[config.mk]
export PLATFORM = sky130hd
export DESIGN_NAME = pack_cm_flat
export DESIGN_NICKNAME = d
export VERILOG_FILES = /design/src/rtl/pack_cm_pkg.sv /design/src/rtl/pack_cm_if.sv /design/src/rtl/pack_cm_lane.sv /design/src/rtl/pack_cm.sv /design/src/flat_wrapper.sv
export SDC_FILE = /design/constraint.sdc
export NUM_CORES = 1
export LEC_CHECK = 0
export BUFFER_PORTS_ARGS = -buffer_cell sky130_fd_sc_hd__buf_2
export CORE_MARGIN = 2
export CORE_UTILIZATION = 57
export CTS_CLUSTER_SIZE = 20
export DETAILED_ROUTE_END_ITERATION = 10
export GPL_ROUTABILITY_DRIVEN = 0
export HOLD_SLACK_MARGIN = 0.06
export PLACE_DENSITY = 0.8
export SLEW_MARGIN = 25
export SYNTH_ARGS = -nofsm -noshare
export SYNTH_HDL_FRONTEND = slang
export SYNTH_HIERARCHICAL = 1
export SYNTH_SLANG_ARGS = --single-unit
[constraint.sdc]
create_clock -name clk -period 2.4 [get_ports clk]
set_input_delay 0.12 -clock clk [delete_from_list [all_inputs] [get_ports clk]]
set_output_delay 0.12 -clock clk [all_outputs]
set_load 0.01 [all_outputs]
[src/rtl/pack_cm_pkg.sv]
// -----------------------------------------------------------------------------
// pack_cm_pkg
//   Shared constants and types for the ciphertext compressor (pack_cm).
//   Ring size and bit widths, the rounding constant, memory geometry and
//   the FSM state encoding.
// -----------------------------------------------------------------------------
package pack_cm_pkg;

    localparam int SABER_N  = 256;  // coefficients per polynomial
    localparam int SABER_EP = 10;   // v' coefficient width
    localparam int SABER_ET = 4;    // compressed cm width
    localparam int SABER_EQ = 13;

    // 2^(EQ-EP-1): half an LSB of the dropped bits, turns truncation into rounding
    localparam logic [SABER_EP-1:0] SABER_H1 = 10'd4;

    localparam int WORD_W   = 64;
    localparam int ADDR_W   = 9;
    localparam int LANES    = 4;                 // v' coeffs per 64-bit word
    localparam int LANE_W   = WORD_W / LANES;    // 16-bit lane slot
    localparam int COEFF_W  = SABER_EP;
    localparam int NIB_W    = SABER_ET;
    localparam int CNT_W    = 7;                 // must hold 64

    typedef enum logic [2:0] {
        S_IDLE    = 3'd0,
        S_FETCH_M = 3'd1,
        S_LOAD_M  = 3'd2,
        S_LOAD_V  = 3'd3,
        S_COMPUTE = 3'd4,
        S_STORE   = 3'd5,
        S_DONE    = 3'd6
    } state_t;

endpackage

[src/rtl/pack_cm_if.sv]
// -----------------------------------------------------------------------------
// pack_cm_if
//   Memory/control bus of pack_cm.
//   start         : one-cycle run request
//   read_base_sel : 0 = v' memory, 1 = message memory
//   read_address  : read address, data returns on read_data one cycle later
//   read_data     : 64-bit read data
//   write_address : cm write address
//   write_data    : packed cm word (16 nibbles)
//   write_en      : one-cycle write strobe per cm word
//   busy / done   : run status
//   master = the compressor, slave = memories / controller.
// -----------------------------------------------------------------------------
interface pack_cm_if;
    import pack_cm_pkg::*;

    logic                start;
    logic                read_base_sel;
    logic [ADDR_W-1:0]   read_address;
    logic [WORD_W-1:0]   read_data;
    logic [ADDR_W-1:0]   write_address;
    logic [WORD_W-1:0]   write_data;
    logic                write_en;
    logic                busy;
    logic                done;

    modport master (
        input  start, read_data,
        output read_base_sel, read_address, write_address, write_data,
               write_en, busy, done
    );

    modport slave (
        output start, read_data,
        input  read_base_sel, read_address, write_address, write_data,
               write_en, busy, done
    );

endinterface

[src/rtl/pack_cm_lane.sv]
// -----------------------------------------------------------------------------
// pack_cm_lane
//   Combinational single-coefficient compressor.
//   i_c     : 10-bit v' coefficient
//   i_m_bit : message bit for this coefficient
//   o_nib   : top 4 bits of (c + H1 - m*2^(EP-1)) mod 2^EP
// -----------------------------------------------------------------------------
module pack_cm_lane
    import pack_cm_pkg::*;
#(
    parameter logic [COEFF_W-1:0] H1 = SABER_H1
) (
    input  logic [COEFF_W-1:0] i_c,
    input  logic               i_m_bit,
    output logic [NIB_W-1:0]   o_nib
);

    logic [COEFF_W-1:0] w_t;

    // 10-bit arithmetic: the wrap mod 2^EP and the discarded borrow are intended
    assign w_t   = i_c + H1 - {i_m_bit, {(COEFF_W-1){1'b0}}};
    assign o_nib = w_t[COEFF_W-1 -: NIB_W];

endmodule

[src/rtl/pack_cm.sv]
// -----------------------------------------------------------------------------
// pack_cm
//   Encryption-side ciphertext compressor. Reads 64 v' words (4 x 10-bit
//   coeffs in 16-bit lanes) and 4 message words, writes 16 packed cm words,
//   coeff 16w+j in nibble j of word w.
//   clk   : clock, rising edge
//   rst_n : asynchronous reset, active low
//   bus   : pack_cm_if.master (start, read port, write port, busy/done)
// Per message word: FETCH_M, LOAD_M, then 16 x (LOAD_V, COMPUTE) with a
// STORE after every 4th COMPUTE -> 38 cycles, 152 cycles per run.
// All bus outputs come from registers; addresses are loaded on entry to the
// state that presents them, so the 1-cycle memory returns data in the next
// state.
// -----------------------------------------------------------------------------
module pack_cm
    import pack_cm_pkg::*;
#(
    parameter logic [COEFF_W-1:0] H1      = SABER_H1,
    parameter logic [ADDR_W-1:0]  V_BASE  = 9'd0,
    parameter logic [ADDR_W-1:0]  M_BASE  = 9'd0,
    parameter logic [ADDR_W-1:0]  CM_BASE = 9'd0
) (
    input  logic      clk,
    input  logic      rst_n,
    pack_cm_if.master bus
);

    state_t                            r_state;
    logic [CNT_W-1:0]                  r_v_cnt;
    logic [4:0]                        r_cm_cnt;
    logic [WORD_W-1:0]                 r_m_buf;
    logic [LANES-1:0][COEFF_W-1:0]     r_v_buf;
    logic [WORD_W-1:0]                 r_cm_buf;
    logic                              r_base_sel;
    logic [ADDR_W-1:0]                 r_rd_addr;
    logic                              r_wr_en;
    logic                              r_busy;
    logic                              r_done;

    logic [CNT_W-1:0]                  w_v_cnt_inc;
    logic [ADDR_W-1:0]                 w_v_addr_cur;
    logic [ADDR_W-1:0]                 w_v_addr_inc;
    logic [ADDR_W-1:0]                 w_m_addr;
    logic [LANES-1:0][NIB_W-1:0]       w_nib;

    assign w_v_cnt_inc  = r_v_cnt + 7'd1;
    assign w_v_addr_cur = V_BASE + {2'b00, r_v_cnt};
    assign w_v_addr_inc = V_BASE + {2'b00, w_v_cnt_inc};
    // each message word covers 16 v' words
    assign w_m_addr     = M_BASE + {7'b0, r_v_cnt[5:4]};

    // lane k: coeff 4n+k, its message bit sits at m_buf[k] (m_buf shifts by 4 per word)
    genvar k;
    generate
        for (k = 0; k < LANES; k++) begin : g_lane
            pack_cm_lane #(.H1(H1)) u_lane (
                .i_c     (r_v_buf[k]),
                .i_m_bit (r_m_buf[k]),
                .o_nib   (w_nib[k])
            );
        end
    endgenerate

    always_ff @(posedge clk or negedge rst_n) begin
        if (!rst_n) begin
            r_state    <= S_IDLE;
            r_v_cnt    <= '0;
            r_cm_cnt   <= '0;
            r_m_buf    <= '0;
            r_v_buf    <= '0;
            r_cm_buf   <= '0;
            r_base_sel <= 1'b0;
            r_rd_addr  <= V_BASE;
            r_wr_en    <= 1'b0;
            r_busy     <= 1'b0;
            r_done     <= 1'b0;
        end else begin
            r_wr_en <= 1'b0;   // only raised on the way into STORE
            case (r_state)
                S_IDLE, S_DONE: begin
                    if (bus.start) begin
                        r_state    <= S_FETCH_M;
                        r_v_cnt    <= '0;
                        r_cm_cnt   <= '0;
                        r_base_sel <= 1'b1;
                        r_rd_addr  <= M_BASE;
                        r_busy     <= 1'b1;
                        r_done     <= 1'b0;
                    end
                end
                S_FETCH_M: begin
                    r_state    <= S_LOAD_M;
                    r_base_sel <= 1'b0;
                    r_rd_addr  <= w_v_addr_cur;
                end
                S_LOAD_M: begin
                    r_m_buf <= bus.read_data;
                    r_state <= S_LOAD_V;
                end
                S_LOAD_V: begin
                    // lane bits [15:10] are padding and are dropped here
                    for (int i = 0; i < LANES; i++)
                        r_v_buf[i] <= bus.read_data[LANE_W*i +: COEFF_W];
                    r_v_cnt   <= w_v_cnt_inc;
                    r_rd_addr <= w_v_addr_inc;
                    r_state   <= S_COMPUTE;
                end
                S_COMPUTE: begin
                    // after 4 words the first word's nibbles have reached [15:0]
                    r_cm_buf <= {w_nib, r_cm_buf[WORD_W-1:LANES*NIB_W]};
                    r_m_buf  <= r_m_buf >> LANES;
                    if (r_v_cnt[1:0] == 2'd0) begin
                        r_state <= S_STORE;
                        r_wr_en <= 1'b1;
                    end else begin
                        r_state <= S_LOAD_V;
                    end
                end
                S_STORE: begin
                    r_cm_cnt <= r_cm_cnt + 5'd1;
                    if (r_v_cnt == 7'd64) begin
                        r_state <= S_DONE;
                        r_busy  <= 1'b0;
                        r_done  <= 1'b1;
                    end else if (r_v_cnt[3:0] == 4'd0) begin
                        r_state    <= S_FETCH_M;
                        r_base_sel <= 1'b1;
                        r_rd_addr  <= w_m_addr;
                    end else begin
                        r_state <= S_LOAD_V;
                    end
                end
                default: r_state <= S_IDLE;
            endcase
        end
    end

    assign bus.read_base_sel = r_base_sel;
    assign bus.read_address  = r_rd_addr;
    assign bus.write_address = CM_BASE + {4'b0, r_cm_cnt};
    assign bus.write_data    = r_cm_buf;
    assign bus.write_en      = r_wr_en;
    assign bus.busy          = r_busy;
    assign bus.done          = r_done;

endmodule

[src/flat_wrapper.sv]
// flat-port wrapper written by rule: the top's interface ports become plain ports
module pack_cm_flat import pack_cm_pkg::*;
#(
    parameter logic [COEFF_W-1:0] H1      = SABER_H1,
    parameter logic [ADDR_W-1:0]  V_BASE  = 9'd0,
    parameter logic [ADDR_W-1:0]  M_BASE  = 9'd0,
    parameter logic [ADDR_W-1:0]  CM_BASE = 9'd0
)
  (clk, rst_n, bus_start, bus_read_data, bus_read_base_sel, bus_read_address, bus_write_address, bus_write_data, bus_write_en, bus_busy, bus_done);
  pack_cm_if bus_i ();
  input  logic clk;
  input  logic rst_n;
  input wire logic [$bits(bus_i.start)-1:0] bus_start;
  input wire logic [$bits(bus_i.read_data)-1:0] bus_read_data;
  output wire logic [$bits(bus_i.read_base_sel)-1:0] bus_read_base_sel;
  output wire logic [$bits(bus_i.read_address)-1:0] bus_read_address;
  output wire logic [$bits(bus_i.write_address)-1:0] bus_write_address;
  output wire logic [$bits(bus_i.write_data)-1:0] bus_write_data;
  output wire logic [$bits(bus_i.write_en)-1:0] bus_write_en;
  output wire logic [$bits(bus_i.busy)-1:0] bus_busy;
  output wire logic [$bits(bus_i.done)-1:0] bus_done;
  assign bus_i.start = bus_start;
  assign bus_i.read_data = bus_read_data;
  assign bus_read_base_sel = bus_i.read_base_sel;
  assign bus_read_address = bus_i.read_address;
  assign bus_write_address = bus_i.write_address;
  assign bus_write_data = bus_i.write_data;
  assign bus_write_en = bus_i.write_en;
  assign bus_busy = bus_i.busy;
  assign bus_done = bus_i.done;
  pack_cm #(.H1(H1), .V_BASE(V_BASE), .M_BASE(M_BASE), .CM_BASE(CM_BASE)) u_core (.clk(clk), .rst_n(rst_n), .bus(bus_i));
endmodule
Word level (Yosys, flattened, before mapping)
Cells that the tools add are included.
{"block": "word_totals", "ff_bits": 196, "out_inout_bits": 86, "in_bits": 67, "wordCells": 74}
{"block": "classes", "n_mux": 25, "n_addsub": 10, "eq_ne": 11, "n_reduce_logical": 14}
{"operator": "$pmux 64 s2", "n": 1}
{"operator": "$add 10x3->10 const B", "n": 4}
{"operator": "$sub 10x10->10", "n": 4}
{"operator": "$pmux 9 s4", "n": 1}
{"operator": "$mux 9", "n": 3}
{"operator": "$pmux 3 s6", "n": 1}
{"operator": "$pmux 7 s2", "n": 1}
{"operator": "$pmux 5 s2", "n": 1}
{"operator": "$eq 3x3->1 const B", "n": 3}
{"operator": "$mux 3", "n": 3}
{"operator": "$mux 1", "n": 8}
{"operator": "$reduce_and 4->1", "n": 2}
{"operator": "$add 7x1->7 const B", "n": 1}
{"operator": "$eq 7x7->1 const B", "n": 1}
{"operator": "$mux 7", "n": 1}
{"operator": "$eq 3x2->1 const B", "n": 2}
{"operator": "$reduce_bool 2->1", "n": 3}
{"operator": "$add 5x1->5 const B", "n": 1}
{"operator": "$mux 5", "n": 1}
{"operator": "$logic_not 4->1", "n": 1}
{"operator": "$ne 2x1->1 const B", "n": 2}
{"operator": "$ne 2x2->1 const B", "n": 2}
{"operator": "$pmux 1 s2", "n": 2}
{"operator": "$reduce_and 2->1", "n": 2}
{"operator": "other kinds (9)", "n": 9}

Depth between registers and ports, before layout
Gate-level depths: netlist of the first run.
{"block": "logic_depth", "depth_word": 4, "ltp_mapped": 8, "depth_no_buf": 8}

Cells and area by module
The synthesis of the first run kept the hierarchy.
{"module": "pack_cm", "seq_area_each_um2": 4854.7, "n_inst": 1, "area_per_inst_um2": 8444.3, "cells_each": 747}
{"module": "pack_cm_lane", "seq_area_each_um2": 0.0, "n_inst": 4, "area_per_inst_um2": 304.0, "cells_each": 41}

Least setup slack after synthesis of the first run
Ideal clock, no wire load.
{"block": "synth_path", "path_type": "reg-to-reg", "startpoint": "register u_core/r_v_buf[1] (netlist bit)", "endpoint": "register u_core.r_cm_buf[50] (netlist: u_core/bus.write_data[50])", "synth_period_minus_slack_ns": 1.775, "stages_incl_launch_ff": 9, "t_arrival_ns": 1.651, "required_ns": 2.275, "path_slack_ns": 0.625, "setup_ns": 0.125, "cell_sequence": "dfrtp_1 > inv_1 > ha_1 > nor2_1 > o31ai_4 > nand2_1 > a311o_1 > o211a_1 > mux2_2"}
{"item": "start: declaration", "line": "pack_cm.sv:32", "text": "logic [LANES-1:0][COEFF_W-1:0] r_v_buf;"}
{"item": "start signal: indexed assignment", "line": "pack_cm.sv:103", "text": "r_v_buf[i] <= bus.read_data[LANE_W*i +: COEFF_W];"}
{"item": "end signal: assignment", "line": "pack_cm.sv:110", "text": "r_cm_buf <= {w_nib, r_cm_buf[WORD_W-1:LANES*NIB_W]};"}
{"item": "end: declaration", "line": "pack_cm.sv:33", "text": "logic [WORD_W-1:0] r_cm_buf;"}

==> reports/results.tsv, run 1 <==
stage	metric	value	unit
cts	ctsHoldBuffers	65	
cells_and_area	drive_above_1_share	0.251	
setup_path	cp-start-kind	flop	
setup_path	worstPathRequired	2.71	ns
die	io_pins	153	
power	power_density	1380	nW/um^2
hold_path	hp-class	primary input to asynchronous set/reset pin	
setup_path	critical_path_class	flop to flop	
cts	cts_resized	0	
logic_synthesis	avgSynthCellArea	10.6	um^2
sta	rsz0062_at_grt	false	
setup_path	path_max_fanout	4	
drt	vias	7249	
placement	hpwl	13900	um
cells_and_area	final_nets	1203	
cts	htreeDepth	4	
sta	layout_min_cycle_time	2.07	ns
drt	firstDrtPassIters	5	
placement	portBuffers	146	
drt	drc	0	
grt	grt_max_degree	61	
grt	grt_pass1_vias	7212	
placement	dp_slack	0.472	ns
die	die_h	133	um
sta	max_slew.worst_pin.slew	0.530	ns
logic_synthesis	synth_warnings	6	
drt	via_per_inst	5.45	
drt	wl_per_cell	16.1	um
job	max_cap_viol_count	0	
sta	setup_viol	0	
die	die-area	17700	um^2
grt	overflow	0	
cts	cts.sinks	190	
cts	cts_tree	done	
setup_path	arrival	2.38	ns
die	initial_core_util	0.578	
setup_path	worstSetupEndpointType	flop	
drt	drt-total-wl	21400	um
setup_path	r2r_start	u_core/r_v_buf[11]	
sta	hold_violations	0	
cts	clk_pin_slew	0.06	ns
sta	skew	0.00930	ns
setup_path	timing.critical_path.from	u_core/r_v_buf[11]	
power	peakVddDrop	0.739	mV
sta	fin_tns_setup	0	ns
setup_path	r2r_slack	0.33	ns
cts	clkLatencyLatePin	0.42	ns
sta	slew_viol_final	0	
drt	drt_first_iter_violations	428	
cells_and_area	fill_cells	1180	
grt	grt_pass1_wl	35400	um
logic_synthesis	syn-cell-area	9520	um^2
cells_and_area	area_growth	22.7	%
sta	fin_crit_sh	0.864	
outcome	status	finished, final reports clean	
grt	grt_usage	0.250	
die	core_area	16500	um^2
sta	maxSlewHeadroom	0.645	
die	rows	47	
cts	cts_root_buf	clkbuf_16	
power	p_leak	5.63	nW
sta	setup_ws	0.327	ns
logic_synthesis	synth_cells	895	
die	die_x	133	um
sta	max_freq	482	MHz
cts	cts_made_buffers	17	
drt	drtAntennaViolNets	0	
cts	cts_setup_buffers	0	
grt	antenna_found_initial	0	
cts	clk_path_buf_depth	2	
cells_and_area	antenna_cells	0	
registers in the layout (all words and copies together) (netlist names):
| name | flops |
|---|---|
| u_core/bus.write_data | 64 |
| u_core/bus.write_en | 1 |
| u_core/r_state | 3 |
| u_core/r_v_cnt | 7 |
| u_core/bus.read_address | 7 |
| u_core/r_m_buf | 64 |
| u_core/bus.busy | 1 |
| u_core/bus.read_base_sel | 1 |
| u_core/r_v_buf | 36 |
| u_core/bus.done | 1 |
| u_core/r_cm_cnt | 5 |
through the flow:
step / area (um^2) / hold WS (ns) / utilization / power, W / std cells
final: 11700 / 0.217 / 0.709 / 0.0161 / 1330
after global routing: 11700 / 0.256 / 0.709 / 0.0173 / 1330
after CTS: 11700 / 0.0727 / 0.708 / 0.0160 / 1329
after detailed placement: 10400 / 0.110 / 0.633 / 0.0131 / 1232
after global placement: 10400 / 0.103 / 0.633 / 0.0128 / 1232
after floorplan: 9530 / -0.176 / - / 0.0112 / 900
final timing paths:
kind / endpoint / cells past startpoint
max: u_core/bus.write_data[54] / 8
min: u_core/r_m_buf[5] / 2
max reg2reg: u_core/bus.write_data[54] / 8
min reg2reg: u_core/r_m_buf[14] / 2
max in group asynchronous: u_core/r_m_buf[14] / 3
min in group clk: u_core/r_v_buf[17] / 4
per-layer routing:
metal  vias up  track usage  routed length, um
li1       3453            -                  -
met1      3512        0.320               9240
met2       243        0.418              10500
met3        41       0.0529               1160
met4         0        0.100                457
met5         -            0                  0
cell type report:
type | instances | area, um^2 | area share
clock buffers | 23 | 478 | 0.0410
clock inverters | 9 | 110 | 0.00943
inverters | 38 | 143 | 0.0122
multi-input cells | 618 | 4260 | 0.365
flip-flops and latches | 190 | 4750 | 0.407
well taps | 220 | 275 | 0.0236
repair buffers | 232 | 1650 | 0.141
layout by cell type (no fill, tap or decap), types with 4 or more instances in the layout:
cell type	instances
o31ai_4	4
a22o_1	15
inv_2	4
dfrtp_1	190
buf_4	12
a21oi_1	29
o21ai_2	4
mux2_2	64
o21ai_1	44
dlygate4sd3_1	66
nor2_1	19
o211a_1	4
nand2b_1	7
a311o_1	4
inv_1	34
o21ai_0	39
and3_1	7
xor2_1	4
xnor2_1	21
a31oi_1	5
clkbuf_8	4
ha_1	39
conb_1	6
buf_2	145
nor3_1	9
mux2i_1	60
clkbuf_16	17
buf_12	8
o22ai_1	4
o21a_1	4
nand2_1	196
worst max-delay path: stages, from the launching register on:
cell	delay, ns
dfrtp_1	0.42
inv_1	0.09
ha_1	0.31
nor2_1	0.20
o31ai_4	0.08
a21oi_1	0.23
a21oi_1	0.15
o211a_1	0.21
mux2_2	0.26
power by group:
group,total (W),internal (W),switching (W)
sequential,0.00579,0.00466,0.00113
combinational,0.00751,0.00343,0.00407
clock,0.00279,0.00162,0.00117
total,0.0161,0.00971,0.00638
(Power assumes the default switching activity.)
==> inputs of run 2 (changes only) <==
- CORE_ASPECT_RATIO: default -> 1.75
==> run 2 against run 1 <==
Against the previous run: combinational power rose by 0.7%; non-clock buffer count shrank 5; count of clock-buffer cells in the layout decreased by 4; first-iteration DRC count decreased by 25%; wire length is 1.2% higher; critical path depth unchanged; sequential share of layout area up 0.13 points; highest routed layer unchanged.
==> reports/results.tsv, run 2 (synthesis gave the netlist of run 1 again) <==
stage	metric	value	unit	change
die	rows	62		was 47
sta	fin_tns_setup	0	ns	unchanged
sta	layout_min_cycle_time	2.10	ns	was 2.07 ns
cells_and_area	drive_above_1_share	0.251		about the same
cells_and_area	area_growth	22.3	%	was 22.7%
sta	maxSlewHeadroom	0.517		was 0.645
power	power_density	1390	nW/um^2	was 1380 nW/um^2
setup_path	cp_num_buf_inv	1		unchanged
sta	slew_viol_final	0		unchanged
power	p_comb_frac	0.469		was 0.467
cts	cts_root_buf	clkbuf_16		unchanged
setup_path	worstSetupEndpointType	flop		unchanged
hold_path	hp-class	primary input to asynchronous set/reset pin		unchanged
cells_and_area	fill_cells	1154		was 1,180
die	die_x	102	um	was 133 um
setup_path	cp_common_cell	a21oi_1		unchanged
power	p_int	0.00959	W	was 0.00971 W
placement	portBuffers	146		unchanged
grt	grt_pass1_vias	7365		was 7,212
cells_and_area	antenna_cells	0		unchanged
setup_path	crit_chain	inv_1 -> ha_1 -> nor2_1 -> o31ai_4 -> a21oi_1 -> a21oi_1 -> o211a_1 -> mux2_2		unchanged
setup_path	critical_path_class	flop to flop		unchanged
cts	clk_pin_slew	0.08	ns	was 0.06 ns
placement	hpwl	14300	um	was 13,900 um
grt	antenna_found_initial	0		unchanged
die	io_pins	153		unchanged
power	net-switching-power	0.00653	W	was 0.00638 W
drt	drc	0		unchanged
cts	htreeDepth	4		unchanged
drt	firstDrtPassIters	5		unchanged
sta	max_slew.worst_pin.slew	0.724	ns	was 0.530 ns
power	p_leak	5.61	nW	was 5.63 nW
sta	fin_crit_sh	0.874		was 0.864
sta	hold_slack	0.298	ns	was 0.217 ns
cells_and_area	final_nets	1198		was 1,203
power	power_frac_seq	0.356		was 0.360
grt	grt_max_degree	87		was 61
drt	via_per_inst	5.40		was 5.45
cts	cts_setup_buffers	0		unchanged
outcome	status	finished, final reports clean		unchanged
setup_path	crit_family	compound AO/OA/AOI/OAI gates		unchanged
sta	max_freq	477	MHz	was 482 MHz
setup_path	cp_slowest_cell	dfrtp_1		unchanged
cts	ctsHoldBuffers	66		was 65
cells_and_area	final_cell_mix	nand2_1, dfrtp_1, buf_2		unchanged
setup_path	cp-start-kind	flop		unchanged
die	die_h	175	um	was 133 um
drt	wl_per_cell	16.3	um	was 16.1 um
cts	clkLatencyLatePin	0.44	ns	was 0.42 ns
cts	cts_made_buffers	17		unchanged
grt	overflow	0		unchanged
sta	skew	0.0162	ns	was 0.00930 ns
sta	hold_violations	0		unchanged
setup_path	worstPathRequired	2.71	ns	about the same
cells_and_area	layout_commonest_cell	nand2_1		unchanged
grt	grt_pass1_wl	35400	um	about the same
power	peakVddDrop	0.964	mV	was 0.739 mV
drt	drt_first_iter_violations	323		was 428
setup_path	path_max_fanout	4		unchanged
drt	drtAntennaViolNets	0		unchanged
sta	setup_viol	0		unchanged
job	max_cap_viol_count	0		unchanged
cts	cts.sinks	190		unchanged
power	switching_share	0.405		was 0.396
drt	vias	7183		was 7,249
cells_and_area	seqCellArea	4750	um^2	unchanged
setup_path	arrival	2.41	ns	was 2.38 ns
setup_path	critical-path-max-stage-delay	0.44	ns	was 0.42 ns
die	die-area	17800	um^2	was 17,700 um^2
cts	cts_tree	done		unchanged
sta	rsz0062_at_grt	false		unchanged
cts	clk_path_buf_depth	2		unchanged
grt	grt_usage	0.253		was 0.250
power	power.share.clock	0.175		was 0.174
cells_and_area	multiInputGateArea	4260	um^2	unchanged
die	initial_core_util	0.581		was 0.578
drt	drt-total-wl	21600	um	was 21,400 um
die	core_area	16400	um^2	was 16,500 um^2
cts	cts_resized	0		unchanged
==> run 2: stage by stage <==
stage,power [W],utilization,setup WS (ns),cells,instance area (um^2)
floorplan,0.0112,-,0.625,900,9530
global placement,0.0128,0.634,0.482,1231,10400
detailed placement,0.0131,0.634,0.429,1231,10400
CTS,0.0161,0.711,0.404,1329,11600
global route,0.0173,0.711,0.258,1329,11600
finish,0.0161,0.711,0.302,1329,11600
==> run 2: layout make-up <==
| cell class | instances | share of cell area |
|---|---|---|
| Timing Repair Buffer | 227 | 0.138 |
| Sequential cell | 190 | 0.409 |
| Tap cell | 224 | 0.0241 |
| Clock buffer | 19 | 0.0389 |
| Inverter | 38 | 0.0123 |
| Clock inverter | 13 | 0.0123 |
| Multi-Input combinational cell | 618 | 0.366 |
==> run 2: power by group through the flow <==
stage / Combinational (W) / Sequential (W) / Clock, W
after floorplan: 0.00547 / 0.00574 / 0
after global placement: 0.00707 / 0.00570 / 0
after detailed placement: 0.00734 / 0.00578 / 0
after CTS: 0.00750 / 0.00572 / 0.00289
after global routing: 0.00840 / 0.00592 / 0.00300
final: 0.00756 / 0.00574 / 0.00282
==> run 2: metal layers <==
layer	GRT usage	wire, um
met5	0	0
met4	0.130	979
met3	0.0468	965
met2	0.450	11500
met1	0.281	8170
==> run 2: worst paths after layout <==
check                              startpoint                         end  slack, ns  cells past startpoint
max                        u_core/r_v_buf[31]   u_core/bus.write_data[62]       0.30                      8
min                                     rst_n  u_core/bus.read_address[2]       0.30                      2
max reg2reg                u_core/r_v_buf[31]   u_core/bus.write_data[62]       0.30                      8
min reg2reg                u_core/r_m_buf[25]          u_core/r_m_buf[25]       0.48                      2
max in group asynchronous               rst_n   u_core/bus.write_data[10]       1.33                      3
min in group clk             bus_read_data[4]           u_core/r_v_buf[4]       0.46                      4
==> run 2: worst reg2reg max path, delay by kind of cell (launching register included) <==
| family | cells | cell delay, ns |
|---|---|---|
| DFF | 1 | 0.44 |
| adders and majority gates | 1 | 0.33 |
| buffers and inverters | 1 | 0.09 |
| and+or+nand+nor | 1 | 0.26 |
| muxes | 1 | 0.26 |
| AOI/OAI and AO/OA | 4 | 0.61 |
==> inputs of run 3 (changes only) <==
- CORE_ASPECT_RATIO: 1.75 -> 1.25
==> run 3 against run 2 <==
Against the previous run: count of clock-buffer cells in the layout did not move; first-iteration DRC count grew 22%; die area decreased by 0.19%.
==> reports/results.tsv, run 3 (synthesis gave the netlist of run 1 again) <==
stage	metric	value	unit	change
placement	hpwl	13700	um	was 14,300 um
cts	cts_root_buf	clkbuf_16		unchanged
grt	grt_max_degree	80		was 87
power	peakVddDrop	1.00	mV	was 0.964 mV
setup_path	reg2reg_depth	8		unchanged
grt	grt_pass1_wl	34600	um	was 35,400 um
die	die_h	148	um	was 175 um
setup_path	path_max_fanout	4		unchanged
grt	antenna_found_initial	0		unchanged
placement	portBuffers	146		unchanged
hold_path	hold_depth	3		
sta	max_slew.worst_pin.slew	0.672	ns	was 0.724 ns
drt	drc	0		unchanged
sta	fin_tns_setup	0	ns	unchanged
drt	wl_per_cell	15.7	um	was 16.3 um
cells_and_area	final_nets	1197		was 1,198
setup_path	arrival	2.34	ns	was 2.41 ns
cells_and_area	layout_commonest_cell	nand2_1		unchanged
sta	skew	0.00776	ns	was 0.0162 ns
drt	drt-total-wl	20700	um	was 21,600 um
cts	clk_path_buf_depth	2		unchanged
die	rows	52		was 62
cts	cts.sinks	190		unchanged
cts	cts_tree	done		unchanged
sta	hold_slack	0.0968	ns	was 0.298 ns
cts	htreeDepth	4		unchanged
setup_path	worstSetupEndpointType	flop		unchanged
die	io_pins	153		unchanged
sta	setup_viol	0		unchanged
drt	drt_first_iter_violations	393		was 323
sta	layout_min_cycle_time	2.04	ns	was 2.10 ns
drt	firstDrtPassIters	5		unchanged
outcome	status	finished, final reports clean		unchanged
cts	cts_resized	0		unchanged
die	die-area	17800	um^2	about the same
power	power_density	1380	nW/um^2	was 1390 nW/um^2
die	core_area	16300	um^2	was 16,400 um^2
sta	slew_viol_final	0		unchanged
sta	fin_crit_sh	0.848		was 0.874
cts	clk_pin_slew	0.07	ns	was 0.08 ns
cells_and_area	final_core_util	0.714		was 0.711
drt	drtAntennaViolNets	0		unchanged
sta	maxSlewHeadroom	0.552		was 0.517
hold_path	hp-class	primary input to flop		was primary input to asynchronous set/reset pin
die	initial_core_util	0.585		was 0.581
hold_path	min_from	bus_read_data[32]		
grt	grt_usage	0.243		was 0.253
setup_path	worstPathRequired	2.71	ns	about the same
setup_path	cp-start-kind	flop		unchanged
grt	grt_pass1_vias	7150		was 7,365
setup_path	timing.critical_path.from	u_core/r_v_buf[11]		was u_core/r_v_buf[31]
cts	clkLatencyLatePin	0.43	ns	was 0.44 ns
die	die_x	120	um	was 102 um
grt	overflow	0		unchanged
setup_path	critical_path_class	flop to flop		unchanged
drt	vias	7122		was 7,183
cells_and_area	drive_above_1_share	0.252		was 0.251
sta	max_freq	491	MHz	was 477 MHz
sta	hold_violations	0		unchanged
cells_and_area	antenna_cells	0		unchanged
cts	cts_made_buffers	17		unchanged
job	max_cap_viol_count	0		unchanged
sta	rsz0062_at_grt	false		unchanged
drt	via_per_inst	5.40		about the same
cells_and_area	final_cell_mix	nand2_1, dfrtp_1, buf_2		unchanged
power	p_leak	5.61	nW	about the same
setup_path	r2r_start	u_core/r_v_buf[11]		was u_core/r_v_buf[31]
cells_and_area	area_growth	22.1	%	was 22.3%
run 3: worst paths after layout:
path	endpoint	slack, ns
setup / recovery	u_core/bus.write_data[54]	0.36
hold / removal	u_core/r_m_buf[32]	0.1
setup reg to reg	u_core/bus.write_data[54]	0.36
hold reg to reg	u_core/r_m_buf[10]	0.49
max in group asynchronous	u_core/r_state[1]	1.40
min in group asynchronous	u_core/r_m_buf[19]	0.28
run 3: through the flow:
step / setup slack, ns / instances / area [um^2] / power [W]
after floorplan: 0.625 / 900 / 9530 / 0.0112
after global placement: 0.529 / 1224 / 10400 / 0.0127
after detailed placement: 0.477 / 1224 / 10400 / 0.0130
after CTS: 0.461 / 1320 / 11600 / 0.0161
after global routing: 0.294 / 1320 / 11600 / 0.0173
final: 0.365 / 1320 / 11600 / 0.0161
run 3: final cells by class:
type	count	area, um^2
tap	216	270
clock inverter	13	160
fill	1178	4650
clock buffer	19	453
sequential	190	4750
multi-input combinational	618	4260
inverter	38	143
timing repair buffer	226	1580
run 3: what timing repair did:
action	in CTS	in global routing
endpoints found under the hold margin	172	0
hold buffers	64	0
buffers inserted	0	0
run 3: power by group:
part	switching (W)	total (W)	internal [W]
logic	0.00404	0.00742	0.00338
clock network	0.00121	0.00291	0.00170
registers	0.00107	0.00572	0.00466
total	0.00632	0.0161	0.00974
run 3: per-layer routing:
metal | part of all wire | global-route usage | up-vias
met5 | 0 | 0 | -
met4 | 0.032 | 0.108 | 0
met3 | 0.043 | 0.0414 | 49
met2 | 0.50 | 0.414 | 192
met1 | 0.42 | 0.306 | 3442
li1 | - | - | 3439
run 3: critical path, stage by stage, from the launching register on:
cell and delay [ns]:
dfrtp_1 0.40, inv_1 0.07, ha_1 0.30, nor2_1 0.28, o31ai_4 0.10, a21oi_1 0.21, a21oi_1 0.10, o211a_1 0.20
mux2_2 0.26
